==> src/rtl/ps2_pkg.sv <==
// Shared constants and types for the PS/2 key sequencer.
// Set-2 prefix bytes, prefix FSM encoding and the key event bundle.
package ps2_pkg;

   localparam logic [7:0] PS2_EXT = 8'hE0;
   localparam logic [7:0] PS2_BRK = 8'hF0;

   localparam logic [1:0] ST_IDLE = 2'd0;
   localparam logic [1:0] ST_E0   = 2'd1;
   localparam logic [1:0] ST_F0   = 2'd2;
   localparam logic [1:0] ST_E0F0 = 2'd3;

   typedef struct packed {
      logic [7:0] code;
      logic       ext;
      logic       brk;
      logic       rep;
      logic [7:0] ascii;
   } key_evt_t;

endpackage

==> src/rtl/ps2_key_sequencer_if.sv <==
// Byte stream in from the PS/2 receiver and key events out.
// slave is the sequencer side, master is the producer/consumer side.
interface ps2_key_sequencer_if;
   import ps2_pkg::*;

   logic       rx_valid;
   logic [7:0] rx_data;
   logic       rx_err;
   logic       evt_valid;
   logic       evt_ready;
   logic [7:0] evt_code;
   logic       evt_ext;
   logic       evt_brk;
   logic       evt_rep;
   logic [7:0] evt_ascii;

   modport master (
      output rx_valid, rx_data, rx_err, evt_ready,
      input  evt_valid, evt_code, evt_ext, evt_brk, evt_rep, evt_ascii
   );

   modport slave (
      input  rx_valid, rx_data, rx_err, evt_ready,
      output evt_valid, evt_code, evt_ext, evt_brk, evt_rep, evt_ascii
   );

endinterface

==> src/rtl/ps2_scancode_ascii.sv <==
// Combinational set-2 scan code to ASCII map (non-extended codes).
// Unmapped codes return 8'h00.
module ps2_scancode_ascii
   import ps2_pkg::*;
(
   input  logic [7:0] code,
   output logic [7:0] ascii
);

   always_comb begin
      ascii = 8'h00;
      case (code)
         8'h1C: ascii = 8'h61;
         8'h32: ascii = 8'h62;
         8'h21: ascii = 8'h63;
         8'h23: ascii = 8'h64;
         8'h24: ascii = 8'h65;
         8'h2B: ascii = 8'h66;
         8'h34: ascii = 8'h67;
         8'h33: ascii = 8'h68;
         8'h43: ascii = 8'h69;
         8'h3B: ascii = 8'h6A;
         8'h42: ascii = 8'h6B;
         8'h4B: ascii = 8'h6C;
         8'h3A: ascii = 8'h6D;
         8'h31: ascii = 8'h6E;
         8'h44: ascii = 8'h6F;
         8'h4D: ascii = 8'h70;
         8'h15: ascii = 8'h71;
         8'h2D: ascii = 8'h72;
         8'h1B: ascii = 8'h73;
         8'h2C: ascii = 8'h74;
         8'h3C: ascii = 8'h75;
         8'h2A: ascii = 8'h76;
         8'h1D: ascii = 8'h77;
         8'h22: ascii = 8'h78;
         8'h35: ascii = 8'h79;
         8'h1A: ascii = 8'h7A;
         8'h16: ascii = 8'h31;
         8'h1E: ascii = 8'h32;
         8'h26: ascii = 8'h33;
         8'h25: ascii = 8'h34;
         8'h2E: ascii = 8'h35;
         8'h36: ascii = 8'h36;
         8'h3D: ascii = 8'h37;
         8'h3E: ascii = 8'h38;
         8'h46: ascii = 8'h39;
         8'h45: ascii = 8'h30;
         8'h29: ascii = 8'h20;
         8'h5A: ascii = 8'h0D;
         8'h66: ascii = 8'h08;
         default: ascii = 8'h00;
      endcase
   end

endmodule

==> src/rtl/ps2_key_sequencer.sv <==
// PS/2 set-2 key sequencer: byte FIFO, E0/F0 prefix FSM,
// key event port, held-key/typematic tracking and press counter.
module ps2_key_sequencer
   import ps2_pkg::*;
#(
   parameter int FIFO_DEPTH = 4,
   parameter int CNT_W      = 8
) (
   input  logic             clk,
   input  logic             resetn,
   ps2_key_sequencer_if.slave bus,
   output logic             key_held,
   output logic [7:0]       held_code,
   output logic [CNT_W-1:0] press_count,
   output logic             overflow
);

   localparam int AW = $clog2(FIFO_DEPTH);

   logic [7:0]    mem [FIFO_DEPTH];
   logic [AW-1:0] wr_ptr;
   logic [AW-1:0] rd_ptr;
   logic [AW:0]   count;

   logic       fifo_full;
   logic       slot_free;
   logic       pop;
   logic       push;
   logic [7:0] pop_byte;
   logic       b_ext;
   logic       b_brk;
   logic       load;

   logic [1:0] state;
   logic [1:0] state_nxt;
   logic       cur_ext;
   logic       cur_brk;

   logic       held_ext;
   logic       match;
   logic [7:0] rom_ascii;

   logic       evt_valid;
   key_evt_t   evt_q;

   assign fifo_full = count == (AW+1)'(FIFO_DEPTH);
   assign slot_free = !evt_valid || bus.evt_ready;
   assign pop       = (count != '0) && slot_free;
   assign push      = bus.rx_valid && (!fifo_full || pop);
   assign pop_byte  = mem[rd_ptr];
   assign b_ext     = pop_byte == PS2_EXT;
   assign b_brk     = pop_byte == PS2_BRK;
   assign load      = pop && !b_ext && !b_brk;

   assign cur_ext = (state == ST_E0) || (state == ST_E0F0);
   assign cur_brk = (state == ST_F0) || (state == ST_E0F0);
   assign match   = key_held && (pop_byte == held_code)
                 && (cur_ext == held_ext);

   ps2_scancode_ascii u_ascii (
      .code  (pop_byte),
      .ascii (rom_ascii)
   );

   // A frame error abandons any partial prefix but keeps queued bytes.
   always_comb begin
      state_nxt = state;
      priority case (1'b1)
         bus.rx_err:   state_nxt = ST_IDLE;
         !pop:         state_nxt = state;
         b_ext:        state_nxt = ST_E0;
         b_brk: begin
            if (state == ST_IDLE)
               state_nxt = ST_F0;
            else if (state == ST_E0)
               state_nxt = ST_E0F0;
         end
         default:      state_nxt = ST_IDLE;
      endcase
   end

   always_ff @(posedge clk) begin
      if (push)
         mem[wr_ptr] <= bus.rx_data;
   end

   always_ff @(posedge clk) begin
      if (!resetn) begin
         wr_ptr   <= '0;
         rd_ptr   <= '0;
         count    <= '0;
         overflow <= 1'b0;
         state    <= ST_IDLE;
      end else begin
         if (push)
            wr_ptr <= wr_ptr + 1'b1;
         if (pop)
            rd_ptr <= rd_ptr + 1'b1;
         count <= count + (AW+1)'(push) - (AW+1)'(pop);
         if (bus.rx_valid && !push)
            overflow <= 1'b1;
         state <= state_nxt;
      end
   end

   always_ff @(posedge clk) begin
      if (!resetn) begin
         evt_valid <= 1'b0;
         evt_q     <= '0;
      end else if (load) begin
         evt_valid   <= 1'b1;
         evt_q.code  <= pop_byte;
         evt_q.ext   <= cur_ext;
         evt_q.brk   <= cur_brk;
         evt_q.rep   <= !cur_brk && match;
         evt_q.ascii <= cur_ext ? 8'h00 : rom_ascii;
      end else if (bus.evt_ready) begin
         evt_valid <= 1'b0;
      end
   end

   // Held key follows the last new make; only its own break clears it.
   always_ff @(posedge clk) begin
      if (!resetn) begin
         key_held    <= 1'b0;
         held_code   <= 8'h00;
         held_ext    <= 1'b0;
         press_count <= '0;
      end else if (load) begin
         if (!cur_brk && !match) begin
            key_held    <= 1'b1;
            held_code   <= pop_byte;
            held_ext    <= cur_ext;
            press_count <= press_count + 1'b1;
         end else if (cur_brk && match) begin
            key_held <= 1'b0;
         end
      end
   end

   assign bus.evt_valid = evt_valid;
   assign bus.evt_code  = evt_q.code;
   assign bus.evt_ext   = evt_q.ext;
   assign bus.evt_brk   = evt_q.brk;
   assign bus.evt_rep   = evt_q.rep;
   assign bus.evt_ascii = evt_q.ascii;

endmodule
==> src/flat_wrapper.sv <==
// flat-port wrapper written by rule: the top's interface ports become plain ports
module ps2_key_sequencer_flat import ps2_pkg::*;
#(
   parameter int FIFO_DEPTH = 4,
   parameter int CNT_W      = 8
)
  (clk, resetn, key_held, held_code, press_count, overflow, bus_rx_valid, bus_rx_data, bus_rx_err, bus_evt_ready, bus_evt_valid, bus_evt_code, bus_evt_ext, bus_evt_brk, bus_evt_rep, bus_evt_ascii);
  ps2_key_sequencer_if bus_i ();
  input  logic clk;
  input  logic resetn;
  output logic key_held;
  output logic [7:0] held_code;
  output logic [CNT_W-1:0] press_count;
  output logic overflow;
  input wire logic [$bits(bus_i.rx_valid)-1:0] bus_rx_valid;
  input wire logic [$bits(bus_i.rx_data)-1:0] bus_rx_data;
  input wire logic [$bits(bus_i.rx_err)-1:0] bus_rx_err;
  input wire logic [$bits(bus_i.evt_ready)-1:0] bus_evt_ready;
  output wire logic [$bits(bus_i.evt_valid)-1:0] bus_evt_valid;
  output wire logic [$bits(bus_i.evt_code)-1:0] bus_evt_code;
  output wire logic [$bits(bus_i.evt_ext)-1:0] bus_evt_ext;
  output wire logic [$bits(bus_i.evt_brk)-1:0] bus_evt_brk;
  output wire logic [$bits(bus_i.evt_rep)-1:0] bus_evt_rep;
  output wire logic [$bits(bus_i.evt_ascii)-1:0] bus_evt_ascii;
  assign bus_i.rx_valid = bus_rx_valid;
  assign bus_i.rx_data = bus_rx_data;
  assign bus_i.rx_err = bus_rx_err;
  assign bus_i.evt_ready = bus_evt_ready;
  assign bus_evt_valid = bus_i.evt_valid;
  assign bus_evt_code = bus_i.evt_code;
  assign bus_evt_ext = bus_i.evt_ext;
  assign bus_evt_brk = bus_i.evt_brk;
  assign bus_evt_rep = bus_i.evt_rep;
  assign bus_evt_ascii = bus_i.evt_ascii;
  ps2_key_sequencer #(.FIFO_DEPTH(FIFO_DEPTH), .CNT_W(CNT_W)) u_core (.clk(clk), .resetn(resetn), .bus(bus_i), .key_held(key_held), .held_code(held_code), .press_count(press_count), .overflow(overflow));
endmodule
==> config.mk <==
export PLATFORM = sky130hd
export DESIGN_NAME = ps2_key_sequencer_flat
export DESIGN_NICKNAME = d
export VERILOG_FILES = /design/src/rtl/ps2_pkg.sv /design/src/rtl/ps2_key_sequencer_if.sv /design/src/rtl/ps2_scancode_ascii.sv /design/src/rtl/ps2_key_sequencer.sv /design/src/flat_wrapper.sv
export SDC_FILE = /design/constraint.sdc
export NUM_CORES = 1
export LEC_CHECK = 0
export ABC_AREA = 1
export CORE_UTILIZATION = 25
export CTS_BUF_LIST = sky130_fd_sc_hd__clkbuf_4 sky130_fd_sc_hd__clkbuf_8
export CTS_CLUSTER_DIAMETER = 120
export CTS_CLUSTER_SIZE = 8
export DETAILED_ROUTE_END_ITERATION = 12
export GPL_ROUTABILITY_DRIVEN = 0
export SETUP_SLACK_MARGIN = 0.4
export SLEW_MARGIN = 15
export SYNTH_ARGS = -nofsm -noshare
export SYNTH_HDL_FRONTEND = slang
export SYNTH_SLANG_ARGS = --single-unit
==> constraint.sdc <==
create_clock -name clk -period 5.5 [get_ports clk]
set_input_delay 0.825 -clock clk [delete_from_list [all_inputs] [get_ports clk]]
set_output_delay 0.825 -clock clk [all_outputs]
set_load 0.05 [all_outputs]
After elaboration in Yosys (flattened, before gate mapping)
Memory sizes are Yosys's and may differ from the RTL's. A register that Yosys moved wholly into a read port is not among the register bits.
Cells that the tools add are included.
{ "op_classes": {"bitwise_logic": 1, "mux": 14, "reduce_logical": 29, "eq_ne": 9, "n_addsub": 5} }
{ "ops": {"columns": ["op", "count"], "rows": [
  ["8-bit == test (second input constant)", 2],
  ["8-bit two-way mux", 2],
  ["2-bit two-way mux", 6],
  ["1-bit logical AND", 10],
  ["8-bit by 1-bit adder with 8-bit output (second input constant)", 1],
  ["8-bit == test", 1],
  ["1-bit zero test", 7],
  ["1-bit two-way mux", 6],
  ["2-bit AND reduction", 3],
  ["2-bit by 1-bit adder with 2-bit output (second input constant)", 2],
  ["2-bit == test (second input constant)", 2],
  ["1-bit logical OR", 4],
  ["4-bit by 3-bit != test with 1-bit output (second input constant)", 1],
  ["2-bit nonzero test", 2],
  ["3-bit by 1-bit adder with 3-bit output", 1],
  ["3-bit == test (second input constant)", 1],
  ["3-bit nonzero test", 1],
  ["3-bit by 1-bit subtractor with 3-bit output", 1],
  ["2-bit by 1-bit == test with 1-bit output (second input constant)", 1],
  ["2-bit zero test", 1],
  ["2-bit OR reduction", 1],
  ["1-bit == test", 1],
  ["1-bit NOT", 1]
]} }
{ "word_totals": {"in_bits": 13, "n_memories": 2, "mem_bits_rw": 32, "output_inout_bits": 38, "regBits": 48, "mem_bits_ro": 896, "elab_cells": 75} }
{ "memory_table": {"columns": ["memory", "words", "word_bits", "read_ports", "rd_ports_with_merged_regs", "wr", "line_no", "source"], "rows": [
  ["(name not given)", 128, 7, 1, 0, 0, "ps2_scancode_ascii.sv:12", "case (code)"],
  ["u_core.mem", 4, 8, 1, 1, 1, "ps2_key_sequencer.sv:20", "logic [7:0] mem [FIFO_DEPTH];"]
]} }

Longest topological paths before layout
Gate-level depths: netlist of run 1.
{ "logic_depth": {"depth_word": 8, "ltp_mapped": 20} }

Modules after synthesis
A second synthesis of run 1 with hierarchy kept.
{ "hier_totals": {"cells_unflattened": 608, "area_unflattened_um2": 4514.3} }
{ "by_module_without_submodules": {"columns": ["module", "instances", "cells_each", "seq_area_each_um2", "area_per_inst_um2"], "rows": [
  ["ps2_key_sequencer", 1, 450, 1961.9, 3688.5],
  ["ps2_scancode_ascii", 1, 158, 0.0, 825.8]
]} }

Least setup slack after synthesis of run 1
Ideal clock, no wire load.
{ "synth_timing": {"path_type": "input port to flip-flop", "startpoint": "input bus_evt_ready", "endpoint": "register u_core.count[2]", "t_arrival_ns": 2.386, "setup_time_ns": 0.122, "path_slack_ns": 2.992, "required_ns": 5.378, "stages": 10, "cell_sequence": "nor2_1 > a21oi_2 > ha_1 > inv_1 > ha_1 > inv_1 > fa_1 > xor2_1 > o21ai_0 > a21oi_1"} }
{ "synth_via": {"elab_chain_len": 6} }
{ "synth_lines": {"columns": ["item", "line_no", "source"], "rows": [
  ["from (decl)", "flat_wrapper.sv:18", "input wire logic [$bits(bus_i.evt_ready)-1:0] bus_evt_ready;"],
  ["1-bit logical OR *", "ps2_key_sequencer.sv:47", "assign slot_free = !evt_valid || bus.evt_ready;"],
  ["1-bit logical AND *", "ps2_key_sequencer.sv:48", "assign pop = (count != '0) && slot_free;"],
  ["named net u_core.pop", "ps2_key_sequencer.sv:27", "logic pop;"],
  ["1-bit logical OR", "ps2_key_sequencer.sv:49", "assign push = bus.rx_valid && (!fifo_full || pop);"],
  ["1-bit logical AND", "ps2_key_sequencer.sv:49", null],
  ["3-bit by 1-bit adder with 3-bit output", "ps2_key_sequencer.sv:99", "count <= count + (AW+1)'(push) - (AW+1)'(pop);"],
  ["3-bit by 1-bit subtractor with 3-bit output *", "ps2_key_sequencer.sv:99", null],
  ["to (signal assigned)", "ps2_key_sequencer.sv:99", null],
  ["to (decl)", "ps2_key_sequencer.sv:23", "logic [AW:0] count;"]
]} }
The timed path passes the listed nets; every way through them passes the cells marked *.
A chain may end at the register's enable or synchronous reset.

==> metrics.txt, run 1 <==
run status=complete, no violations; crit end category=register; root buf cell=clkbuf_8; VDD IR max=0.000256 V; max_slew headroom=between 30% and 40%; ranking of synthesized cells by area=dfxtp_1 (22%), edfxtp_1 (22%), nand2_1 (14%); Data arrival, critical path=between 3 and 4 ns; Worst-Skew Late Latency=about 0.35 ns; Cell Chain, Critical Path=inv_4 > nand2_1 > nand3_1 > nand2_1 > inv_2 > a221oi_1 > nand3_1 > nor2_1 > inv_1 > ha_1 > nand2_4 > inv_2 > a21oi_1 > nor2_1; Sum Neg Setup Slack=0 ns; number of I/O pins=51; Post-Place Setup Slack=2.11 ns; Comb pwr share=58.0%; Flop pwr share=approximately a quarter; Die Ht=between 100 and 150 um; drc violations=0; Global Route Usage Sum=roughly an eighth; Final Cycle Share=between 60% and 70%; first-pass GRT wire length=roughly 17 mm; Internal=1.66 mW; Slew Limit Fails=0; Hold Crit Depth=2; Setup Skew=approximately 0.014 ns; initial antenna violation count=0; highest net fanout along the worst path=20; power per cell area=between 600 and 700 nW/um2; Post-Syn Nets=576; largest net degree at the start of global routing=26; crit-path max cell delay=around 0.7 ns; main flop type after synthesis=dfxtp_1; ANT cells=0; Num CTS Buffers=9; pin slew with the least headroom to its limit=0.944 ns; Post-synth EDFFs=32; Initial Utilization=25.9%; clock slew at reported path FFs=roughly 0.09 ns; worst path buffer plus inverter count=4; Mapped Cells=around 550; vias per cell=4.53; Synth area leader=dfxtp_1; library cells used by synthesis=41; worst setup margin=2.08 ns; CP top delay family=simple AND/OR/NAND/NOR gates; R2R depth=14; Critical Path Stages=14; max-cap violations=0; Crit-path slowest cell=dfxtp_1; core outline area=approximately 17000 um2; H-Tree Depth=3; via count=about 3700; Net Sw Frac=approximately 51%; synth warn=0; Post-CTS Resized=0; Leakage=about 2.1 nW; Initial DRC Count=around 270; maximum clock frequency=a little under 300 MHz; # rows=47; Pre-antenna DRT Iters=5; min Tclk post-route=roughly 3.4 ns; final WL=about 10 mm; Hold Path Class=reg -> reg; synthesized flop and latch total=81; sequential area share after synthesis=44.5%; Setup Buffers After CTS=0; fraction of registers with async set/reset=0%; fin nets=slightly above 600; clk sink count=slightly above 80; Syn Area/Cell=about 8 um2; wire length per cell=12.9 um; full die area=around 18000 um2; buffers added on ports=roughly 50; TritonCTS clock tree=yes; die width=approximately 130 um; Fin. Hold Viols=0; ANT nets after route=0; share of cells above drive strength 1=10.3%; area share of the largest cell type after synthesis=between 20 and 25%; HPWL Detailed=7.57 mm; CP Launch Type=register; critical path class=reg -> reg; grt ovf=0; RSZ-0062 raised after global routing=no; CTS max path bufs=2; required time of the critical path=roughly 5.8 ns; clock power share=between 10% and 20%; synthesized area=between 4000 and 5000 um2; Hold Buf Count CTS=0; endpoints failing setup=0; sw power=between 1.5 and 2 mW; final core occ=a little under a third; vias in the first global route=between 3000 and 4000; Hold WS=about 0.46 ns; overall power=3.37 mW; Layout Area Growth over Synthesis=19.4%
## power groups by stage
stage / sequential (mW) / combinational [mW] / clock, mW
CTS: 0.886 / 1.94 / 0.544
floorplan: 1.16 / 1.26 / 0
global route: 0.908 / 2.15 / 0.565
detailed placement: 0.899 / 1.94 / 0
global placement: 0.898 / 1.93 / 0
finish: 0.884 / 1.95 / 0.530
## cell usage in the layout (no fill, tap or decap), drive strengths merged, types with 2 or more instances in the layout
cell / instances
a211oi: 3
a21oi: 45
bufinv: 3
clkbuf: 10
clkdlybuf4s50: 49
dfxtp: 49
edfxtp: 32
ha: 16
inv: 47
nand2: 180
nand3: 63
nand4: 5
nor2: 37
nor3: 2
o21ai: 31
xnor2: 3
xor2: 5
## final cells by class
type	instances	area, um2
multi-input combinational	399	2080
inverter	46	175
tap	220	275
fill	1830	11600
clock buffer	10	131
timing repair buffer	49	490
sequential	81	1940
clock inverter	6	115
## Yosys cell counts, types with 2 or more instances
cell      number
nand3_2        3
nor2_4         2
ha_1          16
nor2_1        32
nand2_4        2
nand2_2       18
inv_2          5
o21ai_0       29
o21ai_1        2
xnor2_1        3
a211oi_2       2
inv_1         40
clkbuf_1       4
nand2_1      160
xor2_1         5
buf_2          2
nand4_1        5
dfxtp_1       49
buf_4          5
edfxtp_1      32
a21oi_2        7
nor2_2         2
nor3_1         2
a21oi_1       38
nand3_1       59
buf_6          7
## path summary, 6_finish.rpt
| check | startpoint | end | slack, ns |
|---|---|---|---|
| worst max-delay path | register | u_core.press_count[5] | 2.08 |
| worst min-delay path | u_core.overflow | u_core.overflow | 0.46 |
| worst max register to register | register | u_core.press_count[5] | 2.08 |
| worst min register to register | u_core.overflow | u_core.overflow | 0.46 |
## flip-flops by register name, summed over array words and instances, names as in the netlist, named ones only
register / count
u_core.wr_ptr: 2
u_core.bus.evt_ext: 1
u_core.rd_ptr: 2
u_core.press_count: 8
u_core.key_held: 1
u_core.overflow: 1
u_core.held_code: 8
u_core.bus.evt_brk: 1
u_core.state: 2
u_core.held_ext: 1
u_core.bus.evt_valid: 1
u_core.bus.evt_code: 8
u_core.bus.evt_rep: 1
u_core.bus.evt_ascii: 7
u_core.count: 3
u_core.mem: 32
## kinds of logic after synthesis
| family | share of synthesized area [%] |
|---|---|
| AO/OA/AOI/OAI | 10.8 |
| XOR/XNOR | 1.61 |
| adder cells (fa/ha/maj) | 5.05 |
| AND/OR/NAND/NOR | 30.1 |
| other | 0.0860 |
| flip-flops | 44.5 |
| buffers and inverters | 7.83 |
## metal layers
metal / up-vias / part of all wire [%] / track usage (%)
met1: 1688 / 50 / 16.7
met3: 10 / 4.8 / 2.76
met5: - / 0 / 0
met2: 95 / 44 / 18.2
met4: 0 / 0.80 / 3.00
li1: 1881 / - / -
## metrics by stage
step | instances | area [um2]
after CTS | 811 | 5210
final | 811 | 5210
after detailed placement | 795 | 4960
after global routing | 811 | 5210
after floorplan | 546 | 4360
after global placement | 795 | 4960
## worst register-to-register path, delay by kind of cell (launching register included)
family	cells	cell delay, ns
compound gates	2	0.48
buf+inv	4	0.72
flops	1	0.70
fa+ha+maj	1	0.20
simple gates	7	1.25
No activity file was read; power rests on OpenSTA's default activity.
==> run 2: changes to the inputs <==
Clock period 5.5 ns to 3.3 ns, I/O delays scaled along.
==> run 2 against run 1 <==
Compared with the run above:
- routed wire length rose by 2.3%
- global-route usage rose by 0.61 points
- clock skew rose by 0.0032 ns
- critical path type unchanged
- highest routed layer unchanged
==> metrics.txt, run 2 (synthesis gave the netlist of run 1 again) <==
number of I/O pins=51 (unchanged); Hold Path Class=reg -> reg (unchanged); run status=complete, no violations (unchanged); Die Ht=134 um (unchanged); R2R depth=15 (was 14); initial antenna violation count=0 (unchanged); min Tclk post-route=2.60 ns (was 3.42 ns); Initial Utilization=25.9% (unchanged); maximum clock frequency=385 MHz (was 292 MHz); Post-CTS Resized=0 (unchanged); Layout Area Growth over Synthesis=20.4% (was 19.4%); ANT nets after route=0 (unchanged); TritonCTS clock tree=yes (unchanged); drc violations=0 (unchanged); crit end category=register (unchanged); most frequent cells in the layout=nand2_1 (160), nand3_1 (59), clkdlybuf4s50_1 (49) (was nand2_1 (160), nand3_1 (59), dfxtp_1 (49), clkdlybuf4s50_1 (49), inv_1 (40)); final WL=10.7 mm (was 10.4 mm); Global Route Usage Sum=12.5% (was 11.9%); crit-path max cell delay=0.41 ns (was 0.70 ns); VDD IR max=0.000429 V (was 0.000256 V); Setup Skew=0.0170 ns (was 0.0138 ns); max reg flops=32 (unchanged); Leakage=2.14 nW (was 2.10 nW); CTS max path bufs=2 (unchanged); RSZ-0062 raised after global routing=no (unchanged); clk sink count=81 (unchanged); Crit-path slowest cell=dfxtp_4 (was dfxtp_1); first-pass GRT wire length=17.7 mm (was 17.0 mm); largest net degree at the start of global routing=24 (was 26); via count=3666 (was 3674); ANT cells=0 (unchanged); Hold Crit Depth=2 (unchanged); Initial DRC Count=343 (was 271); Hold Buf Count CTS=0 (unchanged); # rows=47 (unchanged); pin slew with the least headroom to its limit=0.744 ns (was 0.944 ns); grt ovf=0 (unchanged); Slew Limit Fails=0 (unchanged); Worst-Skew Late Latency=0.36 ns (was 0.35 ns); H-Tree Depth=3 (unchanged); core outline area=16800 um2 (unchanged); Num CTS Buffers=9 (unchanged); cell mode on critical path=nand2_1; full die area=18000 um2 (unchanged); die width=134 um (unchanged); endpoints failing setup=0 (unchanged); Setup Buffers After CTS=0 (unchanged); share of cells above drive strength 1=11.7% (was 10.3%); clock slew at reported path FFs=0.08 ns (was 0.09 ns); required time of the critical path=3.55 ns (was 5.75 ns); buffers added on ports=49 (unchanged); root buf cell=clkbuf_8 (unchanged); highest net fanout along the worst path=23 (was 20); Sum Neg Setup Slack=0 ns (unchanged); most flop-heavy register=u_core.mem (unchanged); CP Launch Type=register (unchanged); power per cell area=1070 nW/um2 (was 646 nW/um2); Cell Chain, Critical Path=inv_4 > nand2_1 > nand3_1 > nand2_1 > ha_1 > nand2_2 > nor2_4 > nand2_2 > inv_2 > nor2_8 > nand2_4 > inv_4 > nand3_1 > nand2_1 > nor2_1 (was inv_4 > nand2_1 > nand3_1 > nand2_1 > inv_2 > a221oi_1 > nand3_1 > nor2_1 > inv_1 > ha_1 > nand2_4 > inv_2 > a21oi_1 > nor2_1); vias in the first global route=3484 (was 3315); max-cap violations=0 (unchanged); fin nets=624 (was 616); Data arrival, critical path=2.85 ns (was 3.67 ns); Pre-antenna DRT Iters=5 (unchanged); Fin. Hold Viols=0 (unchanged); critical path class=reg -> reg (unchanged); HPWL Detailed=7.91 mm (was 7.57 mm); most common cell after layout, fill and taps aside=nand2_1 (unchanged); max_slew headroom=50.2% (was 37.0%); vias per cell=4.48 (was 4.53); Final Cycle Share=78.7% (was 62.2%); wire length per cell=13.0 um (was 12.9 um); overall power=5.63 mW (was 3.37 mW)
[run 2: critical path: cells and delay by family, from the launching register on]
kind                     cells  cell delay [ns]
adder cells (fa/ha/maj)      1             0.31
buffers and inverters        3             0.41
AND/OR/NAND/NOR             11             1.34
flip-flops                   1             0.41
[run 2: worst paths after layout]
| path | startpoint | endpoint | slack, ns |
|---|---|---|---|
| min reg2reg | u_core.overflow | u_core.overflow | 0.46 |
| min | u_core.overflow | u_core.overflow | 0.46 |
| max | register | u_core.press_count[5] | 0.70 |
| max reg2reg | register | u_core.press_count[5] | 0.70 |
[run 2: power by group]
part	internal [mW]	leakage (nW)	switching [mW]
combinational	1.05	1.33	2.30
clock	0.454	0.117	0.360
sequential	1.27	0.697	0.197
[run 2: final cells by class]
type	count	area [um2]
clock buffer	11	145
clock inverter	5	78.8
fill	1820	11600
inverter	46	178
multi-input combinational	399	2080
sequential	81	1950
tap	220	275
timing repair buffer	57	551
[run 2: per-layer routing]
metal,track usage (%),vias to the layer above,wire length (um)
li1,-,1894,-
met1,16.9,1662,5240
met2,19.4,98,4750
met3,2.83,12,534
met4,4.31,0,146
met5,0,-,0
[run 2: through the flow]
stage	hold WS [ns]	setup WS, ns	instance area [um2]	instances	util (%)
global route	0.476	0.437	5250	819	31.2
global placement	0.439	0.469	5020	803	29.9
CTS	0.458	0.407	5250	819	31.2
detailed placement	0.446	0.433	5020	803	29.9
floorplan	0.436	0.902	4360	546	-
finish	0.456	0.702	5250	819	31.2
==> run 3: changes to the inputs <==
Clock period 3.3 ns to 2.2 ns, I/O delays scaled along.
==> run 3 against run 2 <==
Compared with the run above:
- cell count grew 6.3%
- cell area rose by 17%
- clock power grew 26%
- non-clock buffer count increased by 51
- largest cell class unchanged
- critical endpoint is now u_core.held_code[0]
- die area unchanged
==> metrics.txt, run 3 (synthesis gave the netlist of run 1 again) <==
final WL=11.4 mm (was 10.7 mm); clk sink count=81 (unchanged); max-cap violations=0 (unchanged); Fillers=1752 (was 1820); R2R Setup Slk=0.03 ns (was 0.70 ns); ANT nets after route=0 (unchanged); number of I/O pins=51 (unchanged); largest net degree at the start of global routing=20 (was 24); first-pass GRT wire length=18.3 mm (was 17.7 mm); Setup Skew=0.0120 ns (was 0.0170 ns); ANT cells=0 (unchanged); Layout Area Growth over Synthesis=41.4% (was 20.4%); clock power share=10.4% (was 14.5%); Internal=4.95 mW (was 2.77 mW); most common cell after layout, fill and taps aside=nand2_1 (unchanged); most flop-heavy register=u_core.mem (unchanged); via count=3923 (was 3666); CTS max path bufs=2 (unchanged); drc violations=0 (unchanged); Hold Buf Count CTS=0 (unchanged); buffers added on ports=49 (unchanged); Sum Neg Setup Slack=0 ns (unchanged); Initial DRC Count=231 (was 343); fin nets=676 (was 624); root buf cell=clkbuf_8 (unchanged); Worst-Skew Late Latency=0.37 ns (was 0.36 ns); initial antenna violation count=0 (unchanged); most frequent cells in the layout=nand2_1 (133), nand3_1 (47), buf_4 (45) (was nand2_1 (160), nand3_1 (59), clkdlybuf4s50_1 (49)); Num CTS Buffers=9 (unchanged); H-Tree Depth=3 (unchanged); HPWL Detailed=8.18 mm (was 7.91 mm); Hold Path Class=reg -> reg (unchanged); Slew Limit Fails=0 (unchanged); highest net fanout along the worst path=7 (was 23); grt ovf=0 (unchanged); max_slew headroom=63.6% (was 50.2%); Hold Startpoint=u_core.rd_ptr[1] (was u_core.overflow); Fin. Hold Viols=0 (unchanged); run status=complete, no violations (unchanged); crit end category=register (unchanged); Leakage=2.89 nW (was 2.14 nW); wire length per cell=13.1 um (was 13.0 um); Data arrival, critical path=2.47 ns (was 2.85 ns); required time of the critical path=2.50 ns (was 3.55 ns); Final Cycle Share=98.7% (was 78.7%); worst setup margin=0.0294 ns (was 0.702 ns); maximum clock frequency=461 MHz (was 385 MHz); core outline area=16800 um2 (unchanged); Initial Utilization=25.9% (unchanged); Crit Reg-Reg Endpoint=u_core.held_code[0] (was u_core.press_count[5]); max reg flops=32 (unchanged); Hold Crit Depth=2 (unchanged); R2R depth=14 (was 15); Global Route Usage Sum=13.0% (was 12.5%); TritonCTS clock tree=yes (unchanged); Post-Place Setup Slack=-0.112 ns (was 0.433 ns); die width=134 um (unchanged); vias per cell=4.50 (was 4.48); Net Sw Frac=50.1% (was 50.7%); vias in the first global route=3611 (was 3484); # rows=47 (unchanged); pin slew with the least headroom to its limit=0.545 ns (was 0.744 ns); area of the multi-input gates=2450 um2 (was 2080 um2); min Tclk post-route=2.17 ns (was 2.60 ns); VDD IR max=0.000723 V (was 0.000429 V); power per cell area=1610 nW/um2 (was 1070 nW/um2); Comb pwr share=67.4% (was 59.4%); critical path class=reg -> reg (unchanged); share of cells above drive strength 1=29.8% (was 11.7%); RSZ-0062 raised after global routing=yes (was no); Pre-antenna DRT Iters=5 (unchanged); Flop pwr share=22.2% (was 26.1%); sw power=4.97 mW (was 2.85 mW); Reg area=1960 um2 (was 1950 um2); Die Ht=134 um (unchanged); CP Launch Type=register (unchanged); clock slew at reported path FFs=0.09 ns (was 0.08 ns); endpoints failing setup=0 (unchanged); full die area=18000 um2 (unchanged)
[run 3: what timing repair did]
item	in CTS	in global routing
endpoints found under the setup margin	77	58
gates cloned	3	1
resized for setup	81	58
buffers inserted	11	3
pin swaps	10	8
[run 3: worst max-delay path by stage]
stage / start / end / slack [ns]
2_1_floorplan: register / u_core.held_code[6] / -0.11
3_3_place_gp: bus_evt_ready / u_core.count[2] / -0.06
3_5_place_dp: bus_evt_ready / u_core.count[2] / -0.11
4_1_cts: register / u_core.press_count[1] / 0.09
5_1_grt: register / u_core.press_count[5] / -0.09
6_report: register / u_core.held_code[0] / 0.03
[run 3: final cells by class]
cell class | count | area share [%]
Tap cell | 220 | 4.46
Timing Repair Buffer | 108 | 17.7
Clock inverter | 7 | 1.01
Sequential cell | 81 | 31.7
Clock buffer | 9 | 2.01
Timing Repair inverter | 1 | 0.142
Multi-Input combinational cell | 399 | 39.7
Inverter | 46 | 3.29
[run 3: power groups by stage]
| stage | Combinational, mW | Sequential (mW) | Clock [mW] |
|---|---|---|---|
| 3_5_place_dp | 5.77 | 2.19 | 0 |
| 3_3_place_gp | 5.76 | 2.19 | 0 |
| 4_1_cts | 6.32 | 2.19 | 1.06 |
| 6_report | 6.68 | 2.21 | 1.03 |
| 5_1_grt | 7.24 | 2.25 | 1.12 |
| 2_1_floorplan | 3.34 | 2.93 | 0 |
[run 3: layer usage]
metal / track usage (%) / part of all wire [%]
met1: 17.6 / 47
met2: 20.9 / 47
met3: 2.83 / 4.2
met4: 3.43 / 1.3
met5: 0 / 0
[run 3: critical path, cell delays in order (launching register included)]
cell       delay, ns
dfxtp_4         0.38
buf_12          0.15
buf_8           0.12
nand2_4         0.06
nand3_4         0.09
nand2_4         0.09
a221oi_2        0.26
nand3_1         0.13
nor2_2          0.14
inv_2           0.06
ha_4            0.17
nand2_8         0.11
clkbuf_16       0.15
nand2_4         0.04
a21oi_2         0.14
[run 3: through the flow]
stage	utilization, %	hold slack, ns	instance area (um2)	total power [mW]	cells
2_1_floorplan	-	0.429	4450	6.27	546
3_3_place_gp	32.0	0.439	5390	7.95	837
3_5_place_dp	32.0	0.452	5390	7.96	837
4_1_cts	35.2	0.466	5920	9.57	867
5_1_grt	36.7	0.471	6170	10.6	871
6_report	36.7	0.458	6170	9.92	871
